==> src/rtl/a6_pulse_detect.sv <==
// Pulse detector on the level-6 fp32 approximation stream: hysteresis trigger,
// peak/width capture, holdoff, and a single-entry event register with drop count.
`timescale 1ns/1ps
module a6_pulse_detect #(
  parameter logic [31:0] THRESH_HI = 32'h3F800000,
  parameter logic [31:0] THRESH_LO = 32'h3F000000,
  parameter int unsigned HOLDOFF   = 4,
  parameter int unsigned MAX_WIDTH = 64
) (
  input  logic        clk_78_125,
  input  logic        rstn,
  input  logic        din_valid,
  input  logic [31:0] a6_0,
  output logic        evt_valid,
  input  logic        evt_ready,
  output logic [31:0] evt_peak,
  output logic [31:0] evt_peak_ts,
  output logic [15:0] evt_width,
  output logic [15:0] evt_drop_cnt,
  output logic        busy
);

  localparam int unsigned DATA_W = 32;
  localparam int unsigned TS_W   = 32;
  localparam int unsigned WID_W  = 16;
  localparam int unsigned CNT_W  = 16;

  localparam logic [1:0] S_IDLE  = 2'd0;
  localparam logic [1:0] S_PULSE = 2'd1;
  localparam logic [1:0] S_HOLD  = 2'd2;

  localparam logic [WID_W-1:0] MAX_W     = WID_W'(MAX_WIDTH);
  localparam logic [CNT_W-1:0] HOLD_INIT = CNT_W'(HOLDOFF);

  // Monotonic unsigned key for fp32 ordering (-0 sorts below +0, NaNs by bits)
  function automatic logic [DATA_W-1:0] fkey(input logic [DATA_W-1:0] x);
    return x[DATA_W-1] ? ~x : (x ^ 32'h80000000);
  endfunction

  localparam logic [DATA_W-1:0] KEY_HI = THRESH_HI[31] ? ~THRESH_HI : (THRESH_HI ^ 32'h80000000);
  localparam logic [DATA_W-1:0] KEY_LO = THRESH_LO[31] ? ~THRESH_LO : (THRESH_LO ^ 32'h80000000);

  logic [1:0]        state, state_nx;
  logic [TS_W-1:0]   ts, ts_nx;
  logic [DATA_W-1:0] peak, peak_nx;
  logic [TS_W-1:0]   peak_ts, peak_ts_nx;
  logic [WID_W-1:0]  width, width_nx;
  logic [CNT_W-1:0]  hold_cnt, hold_cnt_nx;
  logic              evt_valid_nx;
  logic [DATA_W-1:0] evt_peak_nx;
  logic [TS_W-1:0]   evt_peak_ts_nx;
  logic [WID_W-1:0]  evt_width_nx;
  logic [WID_W-1:0]  evt_drop_cnt_nx;
  logic              busy_nx;
  logic              pulse_end;
  logic [DATA_W-1:0] sample_key;

  // State and datapath registers
  always_ff @(posedge clk_78_125 or negedge rstn) begin
    if (!rstn) begin
      state        <= S_IDLE;
      ts           <= '0;
      peak         <= '0;
      peak_ts      <= '0;
      width        <= '0;
      hold_cnt     <= '0;
      evt_valid    <= 1'b0;
      evt_peak     <= '0;
      evt_peak_ts  <= '0;
      evt_width    <= '0;
      evt_drop_cnt <= '0;
      busy         <= 1'b0;
    end else begin
      state        <= state_nx;
      ts           <= ts_nx;
      peak         <= peak_nx;
      peak_ts      <= peak_ts_nx;
      width        <= width_nx;
      hold_cnt     <= hold_cnt_nx;
      evt_valid    <= evt_valid_nx;
      evt_peak     <= evt_peak_nx;
      evt_peak_ts  <= evt_peak_ts_nx;
      evt_width    <= evt_width_nx;
      evt_drop_cnt <= evt_drop_cnt_nx;
      busy         <= busy_nx;
    end
  end

  // Next-state, pulse tracking and event register update
  always_comb begin
    state_nx        = state;
    ts_nx           = ts;
    peak_nx         = peak;
    peak_ts_nx      = peak_ts;
    width_nx        = width;
    hold_cnt_nx     = hold_cnt;
    evt_valid_nx    = evt_valid;
    evt_peak_nx     = evt_peak;
    evt_peak_ts_nx  = evt_peak_ts;
    evt_width_nx    = evt_width;
    evt_drop_cnt_nx = evt_drop_cnt;
    pulse_end       = 1'b0;
    sample_key      = fkey(a6_0);

    if (din_valid) begin
      ts_nx = ts + TS_W'(1);
      case (state)
        S_IDLE: begin
          if (sample_key > KEY_HI) begin
            state_nx   = S_PULSE;
            peak_nx    = a6_0;
            peak_ts_nx = ts;
            width_nx   = WID_W'(1);
            pulse_end  = (MAX_W == WID_W'(1));
          end
        end
        S_PULSE: begin
          if (sample_key < KEY_LO) begin
            pulse_end = 1'b1;
          end else begin
            width_nx = width + WID_W'(1);
            if (sample_key > fkey(peak)) begin
              peak_nx    = a6_0;
              peak_ts_nx = ts;
            end
            pulse_end = (width_nx == MAX_W);
          end
        end
        S_HOLD: begin
          hold_cnt_nx = hold_cnt - CNT_W'(1);
          if (hold_cnt_nx == '0) state_nx = S_IDLE;
        end
        default: state_nx = S_IDLE;
      endcase

      if (pulse_end) begin
        hold_cnt_nx = HOLD_INIT;
        state_nx    = (HOLD_INIT == '0) ? S_IDLE : S_HOLD;
      end
    end

    // A held, unaccepted event wins; a new event arriving then is counted as lost
    if (pulse_end) begin
      if (!evt_valid || evt_ready) begin
        evt_valid_nx   = 1'b1;
        evt_peak_nx    = peak_nx;
        evt_peak_ts_nx = peak_ts_nx;
        evt_width_nx   = width_nx;
      end else if (evt_drop_cnt != 16'hFFFF) begin
        evt_drop_cnt_nx = evt_drop_cnt + WID_W'(1);
      end
    end else if (evt_ready) begin
      evt_valid_nx = 1'b0;
    end

    busy_nx = (state_nx != S_IDLE);
  end

endmodule

==> config.mk <==
export PLATFORM = sky130hd
export DESIGN_NAME = a6_pulse_detect
export DESIGN_NICKNAME = d
export VERILOG_FILES = /design/src/rtl/a6_pulse_detect.sv
export SDC_FILE = /design/constraint.sdc
export NUM_CORES = 1
export LEC_CHECK = 0
export ABC_AREA = 0
export ABC_CLOCK_PERIOD_IN_PS = 5700
export BUFFER_PORTS_ARGS = -buffer_cell sky130_fd_sc_hd__buf_4
export CORE_MARGIN = 1
export CORE_UTILIZATION = 45
export DETAILED_ROUTE_END_ITERATION = 6
export MAX_ROUTING_LAYER = met4
export SLEW_MARGIN = 20
export SYNTH_ARGS = -nofsm -noshare
export SYNTH_HDL_FRONTEND = slang
export SYNTH_SLANG_ARGS = --single-unit
==> constraint.sdc <==
create_clock -name clk_78_125 -period 5.7 [get_ports clk_78_125]
set_clock_uncertainty 0.05 [all_clocks]
set_input_delay 1.71 -clock clk_78_125 [delete_from_list [all_inputs] [get_ports clk_78_125]]
set_output_delay 1.71 -clock clk_78_125 [all_outputs]
set_load 0.02 [all_outputs]
* Word level (Yosys, flattened, before mapping)
Index checks and enable logic that the tools add are counted.
Storage, ports and cells: word-level logic and storage cells 70, flip-flop bits (word level) 228, input bits 36
Operators by class: add/sub/neg operators 4, order comparisons 3, muxes and demuxes 30, reduce and logical (&&, ||, !) cells 11, bitwise gates (word level) 5, eq/ne operators 5
Operator list (count):
- 32-bit 2-to-1 mux | 10
- 32-bit case mux with 2 select lines | 2
- 16-bit 2-to-1 mux | 5
- 32-bit inverter | 2
- 16-bit by 1-bit adder with 16-bit output, second input constant | 2
- 32-bit by 1-bit adder with 32-bit output, second input constant | 1
- 32-bit greater-than comparator | 1
- 32-bit greater-than comparator, second input constant | 1
- 32-bit < comparator, second input constant | 1
- 16-bit case mux with 2 select lines | 1
- 16-bit by 7-bit equality test with 1-bit output, second input constant | 1
- 16-bit logical NOT | 1
- 16-bit != test, second input constant | 1
- 16-bit by 1-bit subtractor with 16-bit output, second input constant | 1
- 2-bit 2-to-1 mux | 4
- 1-bit 2-to-1 mux | 7
- 2-bit case mux with 3 select lines | 1
- 2-bit AND reduction | 3
- 2-bit nonzero test | 3
- 1-bit inverter | 3
- 3-bit AND reduction | 1
- 2-bit by 1-bit equality test with 1-bit output, second input constant | 1
- 2-bit equality test, second input constant | 1
- 2-bit logical NOT | 1
- 3 further kinds | 3

* Depth between registers and ports, before layout
Gate-level depths: netlist of the first run.
depth in word-level cells 9, gate-level depth with buffers 18, gate-level depth less buffers 11

* Worst setup path before layout of the first run
No wires, ideal clock.
path kind input-to-reg, start in a6_0[31], end reg evt_peak_ts[0], data required time 5525 ps, slack 604 ps, stages on the path 16, library setup time 125 ps, buffers on the path 5, data arrival time 4921 ps, cells stage by stage buf_6 > buf_2 > buf_1 > inv_1 > ha_1 > ha_1 > nand4_1 > nor2_1 > a221oi_1 > a211oi_1 > or2_1 > a22o_1 > buf_6 > buf_6 > mux2_4 > mux2_4
RTL lines:
- start: declaration | RTL line 13 | input logic [31:0] a6_0,
- 1-bit inverter (no source line) / 32-bit inverter (equally long branches)
- 32-bit 2-to-1 mux (*) | RTL line 37 | return x[DATA_W-1] ? ~x : (x ^ 32'h80000000);
- 32-bit greater-than comparator | RTL line 122 | if (sample_key > fkey(peak)) begin
- 32-bit 2-to-1 mux | RTL line 122
- 32-bit 2-to-1 mux | RTL line 118 | if (sample_key < KEY_LO) begin
- 32-bit case mux with 2 select lines (*) | RTL line 107 | case (state)
- 32-bit 2-to-1 mux (*) | RTL line 105 | if (din_valid) begin
- named net peak_ts_nx[0] | RTL line 46 | logic [TS_W-1:0] peak_ts, peak_ts_nx;
- end signal: assignment | RTL line 82 | evt_peak_ts <= evt_peak_ts_nx;
- end: declaration | RTL line 17 | output logic [31:0] evt_peak_ts,
The timed path passes the listed nets; every way through them passes the cells marked *. The select of a mux whose other input is x is not followed. A chain may end at the register's enable or synchronous reset.

* Worst setup path in the final report of the first run
start in a6_0[31], end reg evt_peak[4]
RTL lines:
- 1-bit inverter (no source line) / 32-bit inverter (equally long branches)
- 32-bit 2-to-1 mux (*) | RTL line 37
- 32-bit greater-than comparator | RTL line 122
- 32-bit 2-to-1 mux | RTL line 122
- 32-bit 2-to-1 mux | RTL line 118
- 32-bit case mux with 2 select lines (*) | RTL line 107
- 32-bit 2-to-1 mux (*) | RTL line 105
- named net peak_nx[4] | RTL line 45 | logic [DATA_W-1:0] peak, peak_nx;
- end signal: assignment | RTL line 81 | evt_peak <= evt_peak_nx;
- end: declaration | RTL line 16 | output logic [31:0] evt_peak,
Marked as above.

==> results of run 1 <==
-- cells in the mapped netlist, types with 3 or more instances --
cell / n
nor2b_1: 5
buf_4: 4
and4_1: 5
nand4_1: 25
xor2_1: 57
o31ai_1: 9
nor4b_1: 4
or4_1: 10
and2_1: 6
a31oi_1: 12
and3_1: 14
nand3_1: 33
nor2_1: 84
or3_1: 3
nor4_1: 6
o21ai_1: 34
dfrtp_1: 228
xnor2_1: 57
a2bb2oi_1: 4
o21ai_0: 38
mux2_2: 5
nand2b_1: 5
mux2_1: 4
nor3_1: 17
buf_6: 11
nand2_1: 108
ha_1: 39
mux2_4: 78
buf_2: 12
buf_1: 4
clkbuf_1: 23
o21a_1: 3
nor3b_1: 4
a21oi_1: 74
inv_1: 34
mux2i_1: 7
-- metal layers --
metal / GRT usage / wire length (um) / vias up
li1: - / - / 4102
met1: 0.2966 / 13180 / 4136
met2: 0.3265 / 12490 / 163
met3: 0.03022 / 1212 / 18
met4: 0.03283 / 197 / 0
met5: - / 0 / -
-- metrics by stage --
| stage | power, W | setup WS [ps] | cells |
|---|---|---|---|
| finish | 0.006471 | 740.4 | 1574 |
| global placement | 0.004809 | 329.9 | 1525 |
| floorplan | 0.004041 | 603.7 | 1099 |
| global route | 0.006896 | 506.0 | 1574 |
| detailed placement | 0.004844 | 256.6 | 1525 |
| CTS | 0.006525 | 787.9 | 1573 |
-- kinds of logic (layout without fill, tap and decap cells) --
| logic type | after synthesis | count (layout) | synth area share |
|---|---|---|---|
| compound gates | 197 | 197 | 0.09665 |
| xor+xnor | 114 | 114 | 0.08494 |
| fa+ha+maj | 39 | 39 | 0.04151 |
| buf+inv | 88 | 233 | 0.03768 |
| flops | 228 | 228 | 0.4854 |
| mux | 94 | 94 | 0.1142 |
| simple gates | 339 | 339 | 0.1396 |
-- worst max-delay path: cells and delay by family --
kind	cells	cell delay, ps
compound gates	2	1040
fa+ha+maj	2	620
simple gates	4	660
buf+inv	2	580
mux	2	670
-- how the worst max path moves through the flow --
| stage | startpoint | end | slack [ps] | depth (start not counted) |
|---|---|---|---|---|
| finish | a6_0[31] | evt_peak[4] | 740 | 12 |
| CTS | a6_0[31] | evt_peak[31] | 790 | 12 |
| floorplan | a6_0[31] | evt_peak_ts[0] | 600 | 16 |
| detailed placement | a6_0[31] | evt_peak[4] | 260 | 12 |
| global placement | a6_0[31] | evt_peak[31] | 330 | 12 |
| global route | a6_0[31] | evt_peak[4] | 510 | 12 |
-- state kept, by name, indices dropped and copies added, names as in the netlist, 32 cells and up --
signal	flops
peak_ts	32
peak	32
evt_peak_ts	32
evt_peak	32
ts	32
-- report_power, final --
part	switching [W]	internal [W]
Combinational	0.00127	0.00111
Sequential	0.000426	0.00203
Clock	0.000653	0.000985
Total	0.00235	0.00412
-- layout make-up --
| class | count | share of cell area |
|---|---|---|
| clock inverter | 3 | 0.002066 |
| sequential | 228 | 0.4097 |
| clock buffer | 45 | 0.05975 |
| tap | 330 | 0.02965 |
| inverter | 34 | 0.009164 |
| multi-input combinational | 783 | 0.4036 |
| timing repair buffer | 151 | 0.08607 |
==> results.sh, run 1 <==
export IMPL_outcome="finished clean"
export IMPL_synth_main_ff_cell="dfrtp_1"
export IMPL_dieHeight_um=163.6
export IMPL_regArea_um2=5705
export IMPL_cts_setup_buffers=0
export IMPL_syn_inst=1099
export IMPL_drt_iter0_drc=604
export IMPL_hp_start="ts[31]"
export IMPL_row_count=58
export IMPL_wl_um=27080
export IMPL_path_clk_slew_ps=60
export IMPL_fin_crit_sh=0.8701
export IMPL_path_common_cell="ha_1"
export IMPL_crit_type="in2reg"
export IMPL_clk_path_buf_depth=3
export IMPL_fin_tns_setup_ps=0
export IMPL_ys_seq_area_frac=0.4854
export IMPL_initial_core_util=0.4628
export IMPL_overflow=0
export IMPL_grt_max_degree=130
export IMPL_worstSetupEndpointType="register"
export IMPL_slew_violations=0
export IMPL_grt_pass1_wl_um=43920
export IMPL_design_area_um2=13930
export IMPL_synth_distinct_cells=62
export IMPL_pin_count=134
export IMPL_cp_required_ps=6050
export IMPL_synth_edff_count=0
export IMPL_worst_r2r_setup_slack_ps=1320
export IMPL_die_w_um=163.6
export IMPL_holdPathEnd="ts[31]"
export IMPL_hold_ws_ps=421.1
export IMPL_cts_buffers=26
export IMPL_grt_pass1_vias=8290
export IMPL_crit_arrival_ps=5310
export IMPL_hpwlAfterDp_um=18630
export IMPL_viasPerCell=5.349
export IMPL_ys_warn_count=0
export IMPL_synth_top_area_frac=0.4854
export IMPL_avgSynthCellArea_um2=10.70
export IMPL_critical_path_cell_chain="buf_4, inv_1, ha_1, ha_1, nand4_1, nor2_1, nand3b_1, a311oi_1, or2_1, a22o_4, mux2_1, mux2_2"
export IMPL_wl_per_cell_um=17.20
export IMPL_clockRootBuffer="clkbuf_16"
export IMPL_cap_violations=0
export IMPL_min_path_type="reg2reg"
export IMPL_multiInputGateArea_um2=5620
export IMPL_cts_tree="built"
export IMPL_postCtsHoldBufs=0
export IMPL_syn_area_um2=11760
export IMPL_dieArea_um2=26770
export IMPL_rsz0062_at_grt="false"
export IMPL_worstSkewPairLatency_ps=530
export IMPL_layout_common_cells="228 x dfrtp_1, 146 x buf_4, 108 x nand2_1, 84 x nor2_1, 78 x mux2_4"
export IMPL_power_density_nw_per_um2=464.6
export IMPL_portBuffers=133
export IMPL_grt_util_all_layers=0.2102
export IMPL_ctsHtreeMaxLevel=1
export IMPL_worst_pin_slew_ps=991.1
export IMPL_via_count=8419
export IMPL_cp_slowest_cell="a22o_4"
export IMPL_r2r_start="peak[31]"
export IMPL_leakage_nw=6.552
export IMPL_cp_max_fo=58
export IMPL_fin_nets=1299
export IMPL_fin_crit_ps=4960
export IMPL_gp_congestion=0.9002
export IMPL_setup_viol=0
export IMPL_place_area_um2=13040
export IMPL_max_freq_mhz=201.6
export IMPL_drive_gt1_frac=0.2275
export IMPL_cts_sink_count=228
export IMPL_report_final_hold_viol_count=0
export IMPL_fillers=2297
export IMPL_postLayoutCoreUtil=0.5483
export IMPL_area_growth_syn_to_layout_pct=18.47
export IMPL_yosysTopAreaCell="dfrtp_1"
export IMPL_layout_commonest_cell="dfrtp_1"
export IMPL_drt_pass1_iter_count=6
export IMPL_cts_resized=0
export IMPL_antenna_found_initial=0
export IMPL_drc_errors=0
export IMPL_r2r_end="evt_peak[4]"
export IMPL_ir_drop_mv=0.3455
export IMPL_critPathMaxStageDelay_ps=790
export IMPL_whs_path_depth=1
export IMPL_ant_nets=0
export IMPL_relSlewSlack=0.3392
export IMPL_synth_seq_cells=228
export IMPL_antenna_cells=0
export IMPL_r2r_cells=11
export IMPL_cp_start_kind="input pin"
export IMPL_core_um2=25400
export IMPL_synth_nets=1174
export IMPL_synthTopCellsByArea="dfrtp_1 49%, mux2_4 10%, xnor2_1 4.2%"
export IMPL_synth_async_reset_ratio=1.000
No activity file was read; power rests on OpenSTA's default activity.
==> inputs of run 2 (changes only) <==
--- a/config.mk
+++ b/config.mk
@@ -6,7 +6,7 @@
 export NUM_CORES = 1
 export LEC_CHECK = 0
 export ABC_AREA = 0
-export ABC_CLOCK_PERIOD_IN_PS = 5700
+export ABC_CLOCK_PERIOD_IN_PS = 4650
 export BUFFER_PORTS_ARGS = -buffer_cell sky130_fd_sc_hd__buf_4
 export CORE_MARGIN = 1
 export CORE_UTILIZATION = 45
==> constraint.sdc (replaced) <==
create_clock -name clk_78_125 -period 4.65 [get_ports clk_78_125]
set_clock_uncertainty 0.05 [all_clocks]
set_input_delay 1.395 -clock clk_78_125 [delete_from_list [all_inputs] [get_ports clk_78_125]]
set_output_delay 1.395 -clock clk_78_125 [all_outputs]
set_load 0.02 [all_outputs]
==> run 2 against run 1 <==
Combinational power rose by 25%; critical endpoint is now evt_peak_ts[2]; global-route usage fell by 0.11 points; hold slack got worse by 6.5 ps; worst setup slack got worse by 93 ps; highest routed layer unchanged; register-to-register slack got worse by 230 ps; sequential share of layout area fell by 0.52 points; clock power rose by 33%; clock-buffer cell count fell by 4; routed wire length fell by 1.8%; utilization rose by 0.71 points.
==> results.sh, run 2 (synthesized netlist as in run 1, its figures left out) <==
export IMPL_fin_nets=1307
export IMPL_row_count=58
export IMPL_gp_congestion=0.8957
export IMPL_antenna_found_initial=0
export IMPL_grt_pass1_vias=8224
export IMPL_path_clk_slew_ps=60
export IMPL_place_inst=1534
export IMPL_grt_max_degree=122
export IMPL_cap_violations=0
export IMPL_cp_slowest_cell="ha_1"
export IMPL_design_area_um2=14110
export IMPL_fin_cells=1582
export IMPL_min_path_type="reg2reg"
export IMPL_core_um2=25400
export IMPL_cts_buffers=26
export IMPL_cp_max_fo=22
export IMPL_drt_pass1_iter_count=5
export IMPL_max_freq_mhz=249.9
export IMPL_cts_sink_count=228
export IMPL_drc_errors=0
export IMPL_dieHeight_um=163.6
export IMPL_report_final_hold_viol_count=0
export IMPL_layout_commonest_cell="dfrtp_1"
export IMPL_crit_arrival_ps=4340
export IMPL_initial_core_util=0.4628
export IMPL_pin_count=134
export IMPL_worstSetupEndpointType="register"
export IMPL_ant_nets=0
export IMPL_r2r_start="peak[31]"
export IMPL_fin_tns_setup_ps=0
export IMPL_dieArea_um2=26770
export IMPL_critPathCapture="evt_peak_ts[2]"
export IMPL_critical_path_cell_chain="buf_4, buf_4, xor2_1, ha_1, a21oi_1, o21ai_0, a221oi_1, a311oi_1, or2_1, a22o_4, buf_12, mux2_4, mux2_4"
export IMPL_rsz0062_at_grt="false"
export IMPL_cts_tree="built"
export IMPL_viasPerCell=5.357
export IMPL_clk_path_buf_depth=3
export IMPL_relSlewSlack=0.3787
export IMPL_worst_pin_slew_ps=932.0
export IMPL_wl_per_cell_um=16.80
export IMPL_leakage_nw=6.650
export IMPL_layout_common_cells="228 x dfrtp_1, 150 x buf_4, 108 x nand2_1, 84 x nor2_1, 78 x mux2_4"
export IMPL_ctsHtreeMaxLevel=1
export IMPL_power_density_nw_per_um2=576.6
export IMPL_crit_type="in2reg"
export IMPL_grt_pass1_wl_um=43590
export IMPL_fin_crit_ps=4002
export IMPL_cts_resized=0
export IMPL_drt_iter0_drc=628
export IMPL_place_area_um2=13170
export IMPL_area_growth_syn_to_layout_pct=20.00
export IMPL_outcome="finished clean"
export IMPL_p_total_w=0.008134
export IMPL_via_count=8474
export IMPL_critPathMaxStageDelay_ps=330
export IMPL_grt_util_all_layers=0.2091
export IMPL_cp_required_ps=4990
export IMPL_ir_drop_mv=0.4061
export IMPL_setup_viol=0
export IMPL_overflow=0
export IMPL_postLayoutCoreUtil=0.5554
export IMPL_hpwlAfterDp_um=18820
export IMPL_wl_um=26580
export IMPL_crit_start="a6_0[31]"
export IMPL_cp_start_kind="input pin"
export IMPL_antenna_cells=0
export IMPL_slew_violations=0
export IMPL_worst_r2r_setup_slack_ps=1090
export IMPL_r2r_cells=12
export IMPL_drive_gt1_frac=0.2356
export IMPL_r2r_end="evt_peak_ts[2]"
export IMPL_fin_crit_sh=0.8607
export IMPL_worstSkewPairLatency_ps=530
export IMPL_postCtsHoldBufs=0
export IMPL_portBuffers=133
export IMPL_clockRootBuffer="clkbuf_16"
export IMPL_cts_setup_buffers=0
export IMPL_die_w_um=163.6
run 2: changes by cell type in the layout (fill, tap and decap cells not counted), moves of 3 or more:
cell	before	now
buf_12	3	8
buf_4	146	150
bufinv_16	0	3
clkbuf_1	8	4
clkinv_2	1	4
run 2: worst min-delay path by stage:
stage / start / slack [ps] / end / cells after the start
floorplan: ts[31] / 390 / ts[31] / 1
global placement: ts[31] / 410 / ts[31] / 1
detailed placement: ts[31] / 410 / ts[31] / 1
CTS: ts[31] / 420 / ts[31] / 1
global route: ts[31] / 430 / ts[31] / 1
finish: ts[31] / 410 / ts[31] / 1
run 2: routing by layer:
layer  part of all wire  track usage  vias to the layer above
li1                   -            -                     4120
met1               0.49       0.3036                     4128
met2               0.45       0.3120                      192
met3              0.042      0.02514                       34
met4              0.014      0.04630                        0
met5                  0            -                        -
run 2: through the flow:
stage	setup WS [ps]	hold slack, ps
after floorplan	24.07	391.5
after detailed placement	136.1	406.4
after CTS	684.4	419.8
final	647.7	414.6
after global routing	503.2	434.0
after global placement	134.7	408.9
run 2: final cells by class:
type	count	area (um^2)
clock buffer	41	828.3
clock inverter	7	110.1
fill	2217	11290
inverter	34	127.6
multi-input combinational	783	5620
sequential	228	5705
tap	330	412.9
timing repair buffer	159	1301
run 2: where the power goes:
| group | internal [W] | total, W | switching [W] | leakage (nW) |
|---|---|---|---|---|
| clock network | 0.00138 | 0.00218 | 0.000800 | 0.467 |
| logic | 0.00139 | 0.00297 | 0.00158 | 3.20 |
| registers | 0.00249 | 0.00298 | 0.000497 | 2.99 |
run 2: worst max-delay path, delay by kind of cell:
kind                     cells  cell delay [ps]
buffers and inverters        3              550
XOR/XNOR                     1              160
AO/OA/AOI/OAI                5             1060
multiplexers                 2              580
AND/OR/NAND/NOR              1              260
adder cells (fa/ha/maj)      1              330
